File: src/rtl/udp_filter_port_sched.sv
// Purpose: frame-granular round-robin scheduler that shares one udp_filter and its output FIFO between PORT_NR AXI-Stream ports.
// Latency: ARB->ARM->STREAM costs 2 cycles per frame; granted beats reach the filter in the same cycle; DRAIN needs at least 2 idle cycles.
// Backpressure: there is none toward the filter. Ungranted ports see tready=0. A stalled frame is timed out, flushed and the filter is reset.
// Ports:
//   clk_i, a_rst_n_i      : clock and asynchronous active-low reset
//   en_i, timeout_i       : grant enable, and the stall limit in cycles (0 disables it)
//   ipv4_addr_i, s_axis_* : per-port address slices and ingress streams
//   flt_*                 : filter control, data mux and filter status
//   grant_o, busy_o       : one-hot grant, and a flag that is high outside ARB
//   abort_cnt_o           : saturating count of aborted frames
//   frame_cnt_o           : wrapping count of completed frames
module udp_filter_port_sched #(
   parameter int PORT_NR         = 4,
   parameter int DATA_WIDTH      = 64,
   parameter int IPV4_ADDR_WIDTH = 32,
   parameter int TIMEOUT_WIDTH   = 16
) (
   input  logic                               clk_i,
   input  logic                               a_rst_n_i,
   input  logic                               en_i,
   input  logic [TIMEOUT_WIDTH-1:0]           timeout_i,
   input  logic [PORT_NR*IPV4_ADDR_WIDTH-1:0] ipv4_addr_i,
   input  logic [PORT_NR*DATA_WIDTH-1:0]      s_axis_tdata_i,
   input  logic [PORT_NR-1:0]                 s_axis_tvalid_i,
   input  logic [PORT_NR-1:0]                 s_axis_tlast_i,
   output logic [PORT_NR-1:0]                 s_axis_tready_o,
   output logic                               flt_en_o,
   output logic                               flt_s_rst_n_o,
   output logic [IPV4_ADDR_WIDTH-1:0]         flt_ipv4_addr_o,
   output logic [DATA_WIDTH-1:0]              flt_data_o,
   output logic                               flt_valid_o,
   output logic                               flt_last_o,
   input  logic                               flt_frame_valid_i,
   input  logic                               flt_fifo_empty_i,
   output logic [PORT_NR-1:0]                 grant_o,
   output logic                               busy_o,
   output logic [15:0]                        abort_cnt_o,
   output logic [15:0]                        frame_cnt_o
);
   localparam int IW = (PORT_NR > 1) ? $clog2(PORT_NR) : 1;

   typedef enum logic [2:0] {ARB, ARM, STREAM, DRAIN, ABORT} state_t;

   state_t               state, state_nxt;
   logic [IW-1:0]        rr_ptr, gidx, sel_idx, gidx_inc;
   logic [PORT_NR-1:0]   sel_oh;
   logic                 sel_found;
   logic [TIMEOUT_WIDTH-1:0] tmo_cnt, tmo_inc;
   logic                 tmo_hit;
   logic                 ok_cnt;      // previous DRAIN cycle was already idle
   logic                 ab_second;   // second ABORT cycle
   logic                 beat, drain_good, drain_exit;

   // Round-robin search: first requester at or above rr_ptr, with wrap.
   always_comb begin
      int idx;
      idx       = 0;
      sel_found = 1'b0;
      sel_idx   = '0;
      sel_oh    = '0;
      for (int i = 0; i < PORT_NR; i++) begin
         idx = int'(rr_ptr) + i;
         if (idx >= PORT_NR) idx = idx - PORT_NR;
         if (!sel_found && s_axis_tvalid_i[idx]) begin
            sel_found   = 1'b1;
            sel_idx     = IW'(idx);
            sel_oh      = '0;
            sel_oh[idx] = 1'b1;
         end
      end
   end

   assign gidx_inc   = (gidx == IW'(PORT_NR-1)) ? '0 : gidx + 1'b1;
   assign beat       = (state == STREAM) && s_axis_tvalid_i[gidx];
   assign drain_good = !flt_frame_valid_i && flt_fifo_empty_i;
   assign drain_exit = (state == DRAIN) && drain_good && ok_cnt;
   // The counter saturates so a disabled timeout never wraps into a false hit.
   assign tmo_inc    = (&tmo_cnt) ? tmo_cnt : tmo_cnt + 1'b1;
   // Compare against the live limit, so a lowered timeout takes effect at once.
   assign tmo_hit    = (timeout_i != '0) && (tmo_inc >= timeout_i);

   always_comb begin
      state_nxt = state;
      case (state)
         ARB:     if (en_i && sel_found) state_nxt = ARM;
         ARM:     state_nxt = STREAM;
         STREAM:  begin
            if (beat) begin
               if (s_axis_tlast_i[gidx]) state_nxt = DRAIN;
            end else if (tmo_hit) begin
               state_nxt = ABORT;
            end
         end
         DRAIN:   begin
            if (drain_exit)   state_nxt = ARB;
            else if (tmo_hit) state_nxt = ABORT;
         end
         ABORT:   if (ab_second) state_nxt = ARB;
         default: state_nxt = ARB;
      endcase
   end

   assign busy_o          = (state != ARB);
   assign flt_en_o        = (state == ARM) || (state == STREAM) || (state == DRAIN);
   // ABORT keeps tready high so the rest of the stalled frame is discarded.
   assign s_axis_tready_o = ((state == STREAM) || (state == ABORT)) ? grant_o : '0;
   assign flt_valid_o     = beat;
   assign flt_last_o      = beat && s_axis_tlast_i[gidx];
   assign flt_data_o      = (state == STREAM) ?
                            s_axis_tdata_i[int'(gidx)*DATA_WIDTH +: DATA_WIDTH] : '0;

   always_ff @(posedge clk_i or negedge a_rst_n_i) begin
      if (!a_rst_n_i) begin
         state           <= ARB;
         flt_s_rst_n_o   <= 1'b0;
         rr_ptr          <= '0;
         gidx            <= '0;
         grant_o         <= '0;
         flt_ipv4_addr_o <= '0;
         tmo_cnt         <= '0;
         ok_cnt          <= 1'b0;
         ab_second       <= 1'b0;
         abort_cnt_o     <= '0;
         frame_cnt_o     <= '0;
      end else begin
         state         <= state_nxt;
         // Driven from the next state, so the filter reset lines up with the ABORT cycles.
         flt_s_rst_n_o <= (state_nxt != ABORT);
         if (state != ABORT && state_nxt == ABORT && abort_cnt_o != 16'hFFFF)
            abort_cnt_o <= abort_cnt_o + 16'd1;
         case (state)
            ARB: begin
               if (state_nxt == ARM) begin
                  gidx            <= sel_idx;
                  grant_o         <= sel_oh;
                  flt_ipv4_addr_o <= ipv4_addr_i[int'(sel_idx)*IPV4_ADDR_WIDTH +: IPV4_ADDR_WIDTH];
               end
            end
            ARM: tmo_cnt <= '0;
            STREAM: begin
               ok_cnt    <= 1'b0;
               ab_second <= 1'b0;
               tmo_cnt   <= beat ? '0 : tmo_inc;
            end
            DRAIN: begin
               ab_second <= 1'b0;
               ok_cnt    <= drain_good;
               tmo_cnt   <= tmo_inc;
               if (drain_exit) begin
                  frame_cnt_o <= frame_cnt_o + 16'd1;
                  rr_ptr      <= gidx_inc;
                  grant_o     <= '0;
               end
            end
            ABORT: begin
               ab_second <= !ab_second;
               if (ab_second) begin
                  rr_ptr  <= gidx_inc;
                  grant_o <= '0;
               end
            end
            default: ;
         endcase
      end
   end
endmodule

File: config.mk
export PLATFORM = sky130hd
export DESIGN_NAME = udp_filter_port_sched
export DESIGN_NICKNAME = d
export VERILOG_FILES = /design/src/rtl/udp_filter_port_sched.sv
export SDC_FILE = /design/constraint.sdc
export NUM_CORES = 1
export LEC_CHECK = 0
export BUFFER_PORTS_ARGS = -buffer_cell sky130_fd_sc_hd__buf_2
export CORE_AREA = 3 3 215 217
export DETAILED_ROUTE_END_ITERATION = 8
export DIE_AREA = 0 0 218 220
export GPL_TIMING_DRIVEN = 0
export PLACE_DENSITY = 0.41
export SETUP_SLACK_MARGIN = 0.15
export SLEW_MARGIN = 20
export SYNTH_ARGS = -nofsm -noshare
export SYNTH_HDL_FRONTEND = slang
export SYNTH_SLANG_ARGS = --single-unit
export TNS_END_PERCENT = 100
File: constraint.sdc
create_clock -name clk_i -period 11.7 [get_ports clk_i]
set_clock_uncertainty 0.2 [all_clocks]
set_input_delay 1.17 -clock clk_i [delete_from_list [all_inputs] [get_ports clk_i]]
set_output_delay 1.17 -clock clk_i [all_outputs]
set_load 0.03 [all_outputs]
==> impl_summary.log <==
INFO  metric status = complete, no violations
INFO  metric crit_path_frequent_cell = sky130_fd_sc_hd__buf_2
INFO  metric timing.final.max_slew_violations = 0
INFO  metric cp_cell_sequence = clkbuf_1, buf_2, buf_1, mux4_2, and2_1, buf_2
INFO  metric setup_total_negative_slack = 0 ns
INFO  metric total_vias_in_the_final_route = 8921
INFO  metric min_period = 4.84 ns
INFO  metric cp_data_required_time = 10.33 ns
INFO  metric grt_max_degree = 57
INFO  metric hold_path_class = register to register
INFO  metric syn_area = 7940 um2
INFO  metric synth.distinct_cells = 53
INFO  metric worst_path_max_delay_cell = sky130_fd_sc_hd__buf_1
INFO  metric num_rows = 77
INFO  metric synth.avg_cell_area = 10.4 um2
INFO  metric drt.antenna.violating_nets = 0
INFO  metric final.fill_count = 4869
INFO  metric synth-seq-cells = 94
INFO  metric cts_repair_resize_count = 0
INFO  metric static-leakage-power = 5.97 nW
INFO  metric setup.worst_path.end_class = output port
INFO  metric synth-seq-area-share = 0.296
INFO  metric path_clk_slew = 0.07 ns
INFO  metric detailroute.wirelength.met3 = 3170 um
INFO  metric yosys.cell_count.top_type = sky130_fd_sc_hd__dfrtp_1
INFO  metric routabilityCongestion = 0.970
INFO  metric io_buffers = 551
INFO  metric placeableCoreArea = 44300 um2
INFO  metric synth_top_cells_by_count = sky130_fd_sc_hd__dfrtp_1, sky130_fd_sc_hd__mux2i_1, sky130_fd_sc_hd__nand2_1, sky130_fd_sc_hd__and2_1, sky130_fd_sc_hd__mux4_2
INFO  metric finalWirelength = 48000 um
INFO  metric cts_root_buf = sky130_fd_sc_hd__clkbuf_16
INFO  metric achievable-frequency = 207 MHz
INFO  metric crit_arrival = 3.47 ns
INFO  metric slew_headroom = 0.340
INFO  metric cts_sinks = 94
INFO  metric layout-drive-gt1-share = 0.499
INFO  metric drtIter0Drc = 488
INFO  metric cap_violations = 0
INFO  metric ios = 554
INFO  metric postCtsHoldBufs = 0
INFO  metric synth_top_cell_area_share = 0.296
INFO  metric start_util = 0.179
INFO  metric hold-path-cell-count = 2
INFO  metric nNetsFinal = 1767
INFO  metric start_kind = register
INFO  metric sequentialPowerShare = 0.199
INFO  metric track_usage = 0.188
INFO  metric power_density = 204 nW/um2
INFO  metric synth.top_cells.by_area = sky130_fd_sc_hd__dfrtp_1, sky130_fd_sc_hd__mux4_2, sky130_fd_sc_hd__mux2i_1
INFO  metric synth-main-ff-cell = sky130_fd_sc_hd__dfrtp_1
INFO  metric p_sw_frac = 0.502
INFO  metric timing.final.setup_violations = 0
INFO  metric place.detailed.hpwl = 41900 um
INFO  metric wl_per_cell = 24.7 um
INFO  metric tightestPinTransition = 0.990 ns
INFO  metric netlist_instances = 763
INFO  metric layout_worst_path_cycle_share = 0.413
INFO  metric switching_power = 1.21 mW
INFO  metric ir_drop = 0.103 mV
INFO  metric worst_hold_slack = 0.284 ns
INFO  metric die-area = 48000 um2
INFO  metric die_x = 218 um
INFO  metric synth_warnings = 0
INFO  metric grt_overflow = 0
INFO  metric dr_wl_met2 = 25100 um
INFO  metric postCtsSetupBuffers = 0
INFO  metric power.total = 2.41 mW
INFO  metric first_global_vias = 8965
INFO  metric vias_per_cell = 4.59
INFO  metric antenna_violations_before_repair = 41
INFO  metric ys_async_sr_fraction = 1.00
INFO  metric grt_first_pass_wirelength = 64800 um
INFO  metric drt_drc_violations_left = 0
INFO  metric number_of_h_tree_levels = 3
INFO  metric critical-path-max-stage-delay = 0.78 ns
INFO  metric postPlaceCellArea = 11500 um2
INFO  metric cts_tree = yes
INFO  metric layout.cell_area.non_filler = 11800 um2
INFO  metric share_comb_of_total_power = 0.672
INFO  metric cp_max_fo = 10
INFO  metric synth_enable_flop_cells = 0
INFO  metric clkLatencyLatePin = 0.36 ns
INFO  metric cts_inserted_buffers = 9
INFO  metric layout.cells.non_filler = 1944
INFO  metric reg2reg_depth = 14
INFO  metric cell_internal_power = 1.20 mW
INFO  metric dieHeight = 220 um
INFO  metric power.clock.fraction = 0.129
INFO  metric wl_met1 = 17800 um
INFO  metric layout-area-overhead-vs-synth = 49.0%
INFO  metric post-synth-top-area-cell = sky130_fd_sc_hd__dfrtp_1
INFO  metric hold_violations = 0
INFO  metric drt_first_pass_iters = 4
INFO  metric synth.net_count = 1204
INFO  metric highest_layer = met5
INFO  metric grt_setup_unrepaired = no
INFO  metric place_inst = 1907
INFO  metric cts_buffer_depth = 2
INFO  metric path_class = register to output port
[cell type report]
type | count | area [um2] | area share
flip-flops and latches | 94 | 2350 | 0.199
clock inverters | 5 | 58.8 | 0.00497
clock buffers | 11 | 243 | 0.0205
plain buffers | 56 | 234 | 0.0198
diodes | 21 | 52.6 | 0.00444
inverters | 29 | 109 | 0.00920
well taps | 592 | 741 | 0.0626
multi-input cells | 584 | 5250 | 0.444
repair buffers | 552 | 2790 | 0.236
[cell usage in the layout (no fill, tap or decap), drive strengths merged, types with 13 or more instances in the layout]
cell type	netlist	layout
buf	23	575
dfrtp	94	94
mux2i	75	75
nand2	68	68
mux4	66	66
and2	66	66
clkbuf	33	44
o221ai	34	34
inv	29	29
ha	28	28
diode	0	21
a21oi	21	21
xor2	21	21
nand3	19	19
nor2	19	19
xnor2	18	18
nand4	16	16
o21ai	14	14
nor3	13	13
[path summary, 6_finish.rpt]
path,from,to,slack [ns]
min in group asynchronous,a_rst_n_i,flt_ipv4_addr_o[15],0.52
hold reg to reg,flt_ipv4_addr_o[30],flt_ipv4_addr_o[30],0.28
hold / removal,flt_ipv4_addr_o[30],flt_ipv4_addr_o[30],0.28
setup / recovery,gidx[0],flt_data_o[60],6.86
setup reg to reg,tmo_cnt[5],abort_cnt_o[9],6.94
max in group asynchronous,a_rst_n_i,abort_cnt_o[14],10.14
[per-layer routing]
| layer | global-route usage | up-vias |
|---|---|---|
| met2 | 0.330 | 409 |
| met4 | 0.103 | 8 |
| met3 | 0.0450 | 99 |
| met5 | 0 | - |
| met1 | 0.211 | 4360 |
| li1 | - | 4045 |
[flip-flops by register name, indices dropped and copies added (netlist names)]
register and flops:
grant_o 4, tmo_cnt 16, flt_s_rst_n_o 1, frame_cnt_o 16, ab_second 1, abort_cnt_o 16
rr_ptr 2, flt_ipv4_addr_o 32, gidx 2, ok_cnt 1, state 3
[critical path: cells and delay by family (launching register included)]
family	cells	cell delay, ns
muxes	1	0.68
buffers and inverters	4	1.85
DFF	1	0.35
and+or+nand+nor	1	0.21
[power by group through the flow]
stage               Combinational, mW  Sequential, mW  Clock, mW
CTS                              1.64           0.481      0.322
detailed placement               1.64           0.484          0
global route                     1.74           0.490      0.336
finish                           1.62           0.479      0.310
global placement                 1.63           0.485          0
floorplan                       0.979           0.592          0
[through the flow]
| stage | utilization | setup WS (ns) |
|---|---|---|
| 4_1_cts | 0.266 | 6.62 |
| 6_report | 0.267 | 6.86 |
| 5_1_grt | 0.267 | 6.42 |
| 3_3_place_gp | 0.258 | 6.89 |
| 3_5_place_dp | 0.259 | 6.91 |
| 2_1_floorplan | - | 7.81 |
[cell families after synthesis]
logic type,share of synthesized area
and+or+nand+nor,0.172
muxes,0.290
AOI/OAI and AO/OA,0.111
DFF,0.296
buffers and inverters,0.0430
xor gates and xnor gates,0.0430
adders and majority gates,0.0441
(Power assumes the default switching activity.)
